## config.mk

```make
export PLATFORM = sky130hd
export DESIGN_NAME = ebi_snoop_arbiter
export DESIGN_NICKNAME = d
export VERILOG_FILES = /design/src/rtl/ebi_pkg.sv /design/src/rtl/rr_arbiter.sv /design/src/rtl/ebi_snoop_arbiter.sv
export SDC_FILE = /design/constraint.sdc
export NUM_CORES = 1
export LEC_CHECK = 0
export CAP_MARGIN = 40
export CORE_AREA = 2 2 99 101
export DETAILED_ROUTE_END_ITERATION = 8
export DIE_AREA = 0 0 101 103
export PLACE_DENSITY = 0.75
export SLEW_MARGIN = 20
export SYNTH_ARGS = -nofsm -noshare
export SYNTH_HDL_FRONTEND = slang
export SYNTH_SLANG_ARGS = --single-unit
```

## constraint.sdc

```tcl
create_clock -name clk -period 2.35 [get_ports clk]
set_clock_uncertainty 0.05 [all_clocks]
set_input_delay 0.47 -clock clk [delete_from_list [all_inputs] [get_ports clk]]
set_output_delay 0.47 -clock clk [all_outputs]
set_load 0.01 [all_outputs]
```

## src/rtl/ebi_pkg.sv

```systemverilog
// Shared definitions for the EBI snoop arbiter: FSM state encoding, snoop
// opcode width and the cacheline beat-count helper.
package ebi_pkg;

  localparam int SNOOP_W = 4;

  localparam logic [1:0] ST_IDLE  = 2'd0;
  localparam logic [1:0] ST_ISSUE = 2'd1;
  localparam logic [1:0] ST_RESP  = 2'd2;

  function automatic int beats_per_line(input int line_bits, input int beat_bits);
    return line_bits / beat_bits;
  endfunction

endpackage

```

## src/rtl/rr_arbiter.sv

```systemverilog
// Combinational round-robin picker: first asserted request at or after ptr,
// searching upward with wrap. Produces a one-hot grant and its index.
module rr_arbiter #(
  parameter int NUM_REQ = 2,
  parameter int IW      = $clog2(NUM_REQ)
) (
  input  logic [NUM_REQ-1:0] req,
  input  logic [IW-1:0]      ptr,
  output logic [NUM_REQ-1:0] gnt,
  output logic [IW-1:0]      idx
);

  logic          found;
  logic [IW:0]   sum;
  logic [IW-1:0] cand;

  // Walk candidates starting at ptr, keep the first one that is requesting
  always_comb begin
    gnt   = '0;
    idx   = '0;
    found = 1'b0;
    sum   = '0;
    cand  = '0;
    for (int i = 0; i < NUM_REQ; i++) begin
      sum = {1'b0, ptr} + (IW+1)'(i);
      if (sum >= (IW+1)'(NUM_REQ)) sum = sum - (IW+1)'(NUM_REQ);
      cand = sum[IW-1:0];
      if (!found && req[cand]) begin
        found     = 1'b1;
        gnt[cand] = 1'b1;
        idx       = cand;
      end
    end
  end

endmodule

```

## src/rtl/ebi_snoop_arbiter.sv

```systemverilog
// Shares the EBI snoop request/response channel among NUM_REQ requesters,
// one snoop outstanding at a time. Optional response watchdog is enabled by
// defining EBI_SNP_ARB_TIMEOUT_EN.
//
// state | meaning
// IDLE  | waiting for a requester; round-robin grant is offered combinationally
// ISSUE | buffered request presented to the EBI until it is accepted
// RESP  | response beats routed to the owner until the last beat (or timeout)
module ebi_snoop_arbiter
  import ebi_pkg::*;
#(
  parameter int NUM_REQ          = 2,
  parameter int PADDR_WIDTH      = 32,
  parameter int DATA_WIDTH       = 64,
  parameter int CACHELINE_LENGTH = 512,
  parameter int TIMEOUT_CYCLES   = 1023
) (
  input  logic                           clk,
  input  logic                           rst,
  input  logic [NUM_REQ-1:0]             req_snvalid_i,
  output logic [NUM_REQ-1:0]             req_snready_o,
  input  logic [NUM_REQ*PADDR_WIDTH-1:0] req_addr_i,
  input  logic [NUM_REQ*SNOOP_W-1:0]     req_snoop_i,
  output logic                           ebi_snvalid_o,
  input  logic                           ebi_snready_i,
  output logic [PADDR_WIDTH-1:0]         ebi_addr_o,
  output logic [SNOOP_W-1:0]             ebi_snoop_o,
  input  logic                           ebi_rsp_valid_i,
  output logic                           ebi_rsp_ready_o,
  input  logic                           ebi_rsp_has_data_i,
  input  logic [DATA_WIDTH-1:0]          ebi_rsp_data_i,
  output logic [NUM_REQ-1:0]             rsp_valid_o,
  input  logic [NUM_REQ-1:0]             rsp_ready_i,
  output logic                           rsp_has_data_o,
  output logic [DATA_WIDTH-1:0]          rsp_data_o,
  output logic [$clog2(NUM_REQ)-1:0]     owner_o,
  output logic                           busy_o
`ifdef EBI_SNP_ARB_TIMEOUT_EN
  ,
  output logic                           timeout_err_o
`endif
);

  localparam int IW    = $clog2(NUM_REQ);
  localparam int BEATS = beats_per_line(CACHELINE_LENGTH, DATA_WIDTH);
  localparam int BW    = (BEATS > 1) ? $clog2(BEATS) : 1;

  if (NUM_REQ < 2 || TIMEOUT_CYCLES < 1 || BEATS < 1) begin : g_bad_cfg
    $error("ebi_snoop_arbiter: invalid parameterisation");
  end

  logic [1:0]             state;
  logic [IW-1:0]          rr_ptr;
  logic [IW-1:0]          owner;
  logic [BW-1:0]          beat_cnt;
  logic [PADDR_WIDTH-1:0] buf_addr;
  logic [SNOOP_W-1:0]     buf_snoop;

  logic [NUM_REQ-1:0]     arb_gnt;
  logic [IW-1:0]          arb_idx;
  logic                   in_idle;
  logic                   in_resp;
  logic                   beat_xfer;
  logic                   last_beat;
  logic [IW-1:0]          next_ptr;

  rr_arbiter #(
    .NUM_REQ (NUM_REQ),
    .IW      (IW)
  ) u_rr_arbiter (
    .req (req_snvalid_i),
    .ptr (rr_ptr),
    .gnt (arb_gnt),
    .idx (arb_idx)
  );

  // Handshake outputs are forced low during reset even if state is stale
  assign in_idle   = (state == ST_IDLE) && !rst;
  assign in_resp   = (state == ST_RESP) && !rst;
  assign beat_xfer = in_resp && ebi_rsp_valid_i && rsp_ready_i[owner];
  assign last_beat = !ebi_rsp_has_data_i || (beat_cnt == BW'(BEATS-1));
  assign next_ptr  = (owner == IW'(NUM_REQ-1)) ? '0 : owner + 1'b1;

  assign req_snready_o   = in_idle ? arb_gnt : '0;
  assign ebi_snvalid_o   = (state == ST_ISSUE) && !rst;
  assign ebi_addr_o      = buf_addr;
  assign ebi_snoop_o     = buf_snoop;
  assign ebi_rsp_ready_o = in_resp && rsp_ready_i[owner];
  assign rsp_has_data_o  = in_resp && ebi_rsp_has_data_i;
  assign rsp_data_o      = in_resp ? ebi_rsp_data_i : '0;
  assign owner_o         = owner;
  assign busy_o          = (state != ST_IDLE);

  // Route the response valid to the owning requester only
  always_comb begin
    rsp_valid_o = '0;
    if (in_resp && ebi_rsp_valid_i) rsp_valid_o[owner] = 1'b1;
  end

`ifdef EBI_SNP_ARB_TIMEOUT_EN
  localparam int WD_W = $clog2(TIMEOUT_CYCLES + 1);
  logic [WD_W-1:0] wd_cnt;
  logic            wd_expire;
  logic            timeout_err;

  // Watchdog is a down-counter; terminal count on an idle RESP cycle trips it
  assign wd_expire     = in_resp && !beat_xfer && (wd_cnt == '0);
  assign timeout_err_o = timeout_err;

  // Reload on RESP entry and on every beat, count down on stalled RESP cycles
  always_ff @(posedge clk) begin
    if (rst) begin
      wd_cnt      <= '0;
      timeout_err <= 1'b0;
    end else begin
      if ((state == ST_ISSUE && ebi_snready_i) || beat_xfer)
        wd_cnt <= WD_W'(TIMEOUT_CYCLES - 1);
      else if (in_resp && wd_cnt != '0)
        wd_cnt <= wd_cnt - 1'b1;
      if (wd_expire) timeout_err <= 1'b1;
    end
  end
`else
  logic wd_expire;
  assign wd_expire = 1'b0;
`endif

  // Main sequencing FSM with request buffer and beat counter
  always_ff @(posedge clk) begin
    if (rst) begin
      state     <= ST_IDLE;
      rr_ptr    <= '0;
      owner     <= '0;
      beat_cnt  <= '0;
      buf_addr  <= '0;
      buf_snoop <= '0;
    end else begin
      case (state)
        ST_IDLE: begin
          if (|req_snvalid_i) begin
            buf_addr  <= req_addr_i[arb_idx*PADDR_WIDTH +: PADDR_WIDTH];
            buf_snoop <= req_snoop_i[arb_idx*SNOOP_W +: SNOOP_W];
            owner     <= arb_idx;
            state     <= ST_ISSUE;
          end
        end
        ST_ISSUE: begin
          if (ebi_snready_i) begin
            beat_cnt <= '0;
            state    <= ST_RESP;
          end
        end
        ST_RESP: begin
          if (beat_xfer) begin
            if (last_beat) begin
              rr_ptr <= next_ptr;
              state  <= ST_IDLE;
            end else begin
              beat_cnt <= beat_cnt + 1'b1;
            end
          end else if (wd_expire) begin
            rr_ptr <= next_ptr;
            state  <= ST_IDLE;
          end
        end
        default: state <= ST_IDLE;
      endcase
    end
  end

endmodule
```

Word-level counts from Yosys, hierarchy flattened

Cells that the tools add are included.

Output and inout port bits: 109
Register bits after elaboration: 43
Word-level logic and storage cells: 85

Bitwise operators: 1
Reduce and logical (&&, ||, !) cells: 23
Equal/unequal tests: 8
$lt $le $gt $ge: 8
Shift operators: 2
Mux-type cells: 32
Add/sub/neg operators: 5

Operators by type and width:

| operator                                                                      | count |
|---|---|
| 64-bit two-way mux                                                            | 1 |
| 64-bit by 7-bit variable part select with 32-bit output                       | 1 |
| 2-bit two-way mux                                                             | 8 |
| 1-bit two-way mux                                                             | 15 |
| 1-bit logical AND                                                             | 11 |
| 3-bit two-way mux                                                             | 3 |
| 2-bit inequality test (second input constant)                                 | 4 |
| 4-bit AND reduction                                                           | 2 |
| 8-bit by 4-bit variable part select with 4-bit output                         | 1 |
| 1-bit by 2-bit less-than comparator with 1-bit output (second input constant) | 3 |
| 2-bit one-hot mux with 3 select lines                                         | 1 |
| 3-bit one-hot mux with 2 select lines                                         | 1 |
| 2-bit nonzero test                                                            | 2 |
| 3-bit by 1-bit adder with 3-bit output (second input constant)                | 1 |
| 1-bit demux with 1-bit select                                                 | 3 |
| 3-bit equality test (second input constant)                                   | 1 |
| 1-bit >= comparator (second input constant)                                   | 3 |
| 1-bit logical NOT                                                             | 3 |
| 3-bit AND reduction                                                           | 1 |
| 1-bit by 1-bit adder with 2-bit output (second input constant)                | 1 |
| 2-bit by 1-bit equality test with 1-bit output (second input constant)        | 1 |
| 2-bit equality test (second input constant)                                   | 1 |
| 1-bit by 2-bit >= comparator with 1-bit output (second input constant)        | 1 |
| 2-bit >= comparator (second input constant)                                   | 1 |
| 8 further kinds                                                               | 9 |

Logic depth before layout (Yosys ltp)

Word-level depth: 10
Gate-level depth with buffers: 5
Depth with buffers taken out: 5

Hierarchy

From an unflattened synthesis, not the netlist that was laid out.

Cells, all modules: 285
Area total of the unflattened synthesis: 2533.7 µm²

By module, submodules not included:

| module            | seq. area each (µm²) | area an instance (µm²) | times used | cells each |
|---|---|---|---|---|
| ebi_snoop_arbiter | 860.8                | 2503.7                 | 1          | 281 |
| rr_arbiter        | 0.0                  | 30.0                   | 1          | 4 |

Worst setup path before layout

No wires, ideal clock.

Kind: input to output
Start point: input req_snvalid_i[0]
End point: output req_snready_o[0]
Path buffers: 1
Arrival time: 1.397 ns
Data required time: 1.830 ns
Cell stages on the path: 3
Path slack: 0.433 ns
Cell sequence: inv_2 -> buf_1 -> a2111oi_0

Word-level cells in the longest chain between the ends: 7

RTL lines:

| element                                               | line                    | source |
|---|---|---|
| start, declared                                       | ebi_snoop_arbiter.sv:20 | `input logic [NUM_REQ-1:0] req_snvalid_i,` |
| 1-bit two-way mux (not written as such) (2 in series) | rr_arbiter.sv:28        | `if (!found && req[cand]) begin` |
| 1-bit two-way mux                                     | rr_arbiter.sv:28        |  |
| 1-bit logical NOT                                     | rr_arbiter.sv:28        |  |
| 1-bit logical AND                                     | rr_arbiter.sv:28        |  |
| 2-bit two-way mux *                                   | rr_arbiter.sv:28        |  |
| 2-bit two-way mux *                                   | ebi_snoop_arbiter.sv:84 | `assign req_snready_o = in_idle ? arb_gnt : '0;` |
| end, declared                                         | ebi_snoop_arbiter.sv:21 | `output logic [NUM_REQ-1:0] req_snready_o,` |

Mark *: on every way between the ends. The rest lies on a longest branch, timed or not. The select of a mux whose other input is x is not followed.

Worst setup path in the final report

Ends and elaborated chain as after synthesis.

==> out/summary.txt <==
DRC viols - 0
Period minus WS final - 2360 ps
Final wirelength - 12.5 mm
Slew Limit Fails - 0
Routed WL per cell - 18.1 µm
CTS root buf - clkbuf_8
Die span in y - 103 µm
Distinct cells, synth - 37
Antenna violations before repair - 0
Max transition margin - 0.416
Drt first-iter violations - 276
Static leakage power - 2.32 nW
MaxCap Viol Count - 0
DP Wirelength - 9.41 mm
Status - complete, but fails checks
N_diodes - 0
First-pass GRT wire length - 18.2 mm
Starting Density - 0.292
Core area - 9460 µm²
Port Buf Inserts - 253
CP max FO - 3
Pre-antenna DRT Iters - 4
Layout cells sized above 1 - 0.0781
Yosys top cell by area - dfxtp_1
FFs w/ async S/R, synth - 0
Setup_tns - -9.02 ps
Vias in the first global route - 3455
Total gr overflow - 0
VDD IR-drop max - 0.251 mV
Clock Sinks - 43
Sequential area share after synthesis - 0.312
Synth Area per Inst - 8.21 µm²
Setup-failing EPs final - 1
Pwr Density - 418 nW/µm²
Largest net degree at the start of global routing - 38
Post-synthesis instance area - 2760 µm²
Post-synth EDFFs - 0
Nets - 723
Vias - 3607
Antenna-violating nets left - 0
Total GRT Usage - 0.223
Largest cells by area after synthesis - dfxtp_1 (31%), and2_1 (15%), a311oi_1 (12%), o211ai_1 (9.8%), a21oi_1 (6.9%)
Critical Path RT - 1830 ps
Worst-Skew Late Latency - 280 ps
Area of the die - 10400 µm²
Failing checks - negative setup slack
Commonest cells in the netlist - and2_1 (66), dfxtp_1 (43), a21oi_1 (38)
Setup Crit Path Kind - input pin to output port
FMAX - 424 MHz
Yosys warns - 0
Crit end category - output port
Post-Syn Nets - 483
Rows - 36
Num ports - 254
Final Hold Fails - 0
Max clock buf depth - 2
CTS tree - yes
Final Wtd Congestion - 0.812
Synthesized flop and latch total - 43
Synth Flop Type - dfxtp_1
Critical Path AT - 1840 ps
Top-area cell type share of the netlist area - 0.312
Post-Synthesis Cells - 336
Final period util - 1.00
Area Overhead vs Synth - 97.6%
Via density - 5.23
Final Non-Filler Cells - 690
Dpl cells - 678
CTS Hold Bufs - 0
Hold Path Class - register to register
Final Worst Setup Slack - -9.02 ps
Worst-path clk slew - 80 ps
H-tree depth - 2
Number of CTS-inserted buffers - 5
Die W - 101 µm
Least-Margin Pin Slew - 874 ps
Startpoint Class - input pin
Most frequent cell after synthesis - and2_1
==> area by class of cell <==
cell class	count	area, µm²
clock buffer	6	72.6
tap	114	143
inverter	4	15.0
timing repair buffer	275	2660
fill	885	4010
multi-input combinational	247	1670
clock inverter	1	30.0
sequential	43	863
==> power by group <==
group | switching, W | total [W] | internal (W) | leakage, nW
Sequential | 0.0000496 | 0.000863 | 0.000813 | 0.357
Combinational | 0.000356 | 0.000860 | 0.000505 | 1.91
Clock | 0.000245 | 0.000557 | 0.000312 | 0.0513
Total | 0.000650 | 0.00228 | 0.00163 | 2.32
==> metrics by stage <==
| step | hold slack [ps] | worst slack (ps) | cell area, µm² | power, W | utilization |
|---|---|---|---|---|---|
| after floorplan | 453 | 433 | 2760 | 0.00122 | - |
| after global placement | 455 | -225 | 5350 | 0.00173 | 0.566 |
| after detailed placement | 464 | -295 | 5350 | 0.00175 | 0.566 |
| after CTS | 474 | 0.191 | 5420 | 0.00230 | 0.573 |
| after global routing | 498 | -46.9 | 5450 | 0.00240 | 0.577 |
| final | 471 | -9.02 | 5450 | 0.00228 | 0.577 |
==> path summary, 6_finish.rpt <==
kind,depth (start not counted),slack (ps),endpoint,from
worst max-delay path,4,-9,req_snready_o[0],req_snvalid_i[0]
worst min-delay path,2,470,ebi_addr_o[19],ebi_addr_o[19]
worst max register to register,5,530,ebi_addr_o[21],state[1]
worst min register to register,2,470,ebi_addr_o[19],ebi_addr_o[19]
==> critical path, cell delays in order <==
cell	delay, ps
clkdlybuf4s50_1	510
inv_2	50
a2111oi_1	450
dlygate4sd2_1	360
==> repair_timing <==
item,in CTS,in global routing
setup endpoints to repair,70,40
gates resized for setup,72,7
setup buffers,2,1
cloned,1,1
==> cell families after synthesis <==
group	synth area share
AO/OA/AOI/OAI	0.361
buffers and inverters	0.0852
multiplexers	0.0218
AND/OR/NAND/NOR	0.211
adder cells (fa/ha/maj)	0.00906
flip-flops	0.312
==> cell usage in the layout, fill, tap and decap left out, types with 2 or more instances in the layout <==
cell / count
clkdlybuf4s50_1: 182
dlygate4sd2_1: 67
and2_1: 66
dfxtp_1: 41
a21oi_1: 38
a311oi_1: 37
o211ai_1: 36
o21ai_0: 33
buf_4: 18
clkbuf_8: 5
nor3b_1: 4
mux2_4: 4
o21ai_1: 4
inv_2: 3
nor2_1: 3
and3_1: 2
nor2b_1: 2
ha_1: 2
dlymetal6s2s_1: 2
dfxtp_2: 2
==> per-layer routing <==
| layer | track usage | part of all wire | wire (µm) | vias to the layer above |
|---|---|---|---|---|
| li1 | - | - | - | 1735 |
| met1 | 0.247 | 0.35 | 4360 | 1647 |
| met2 | 0.409 | 0.53 | 6670 | 205 |
| met3 | 0.0732 | 0.098 | 1230 | 20 |
| met4 | 0.0603 | 0.021 | 257 | 0 |
| met5 | 0 | 0 | 0 | - |
==> registers in the layout (all words and copies together), names as in the netlist <==
name,count
rr_ptr,1
ebi_snoop_o,4
ebi_addr_o,32
owner_o,1
beat_cnt,3
state,2
(Power assumes the default switching activity.)
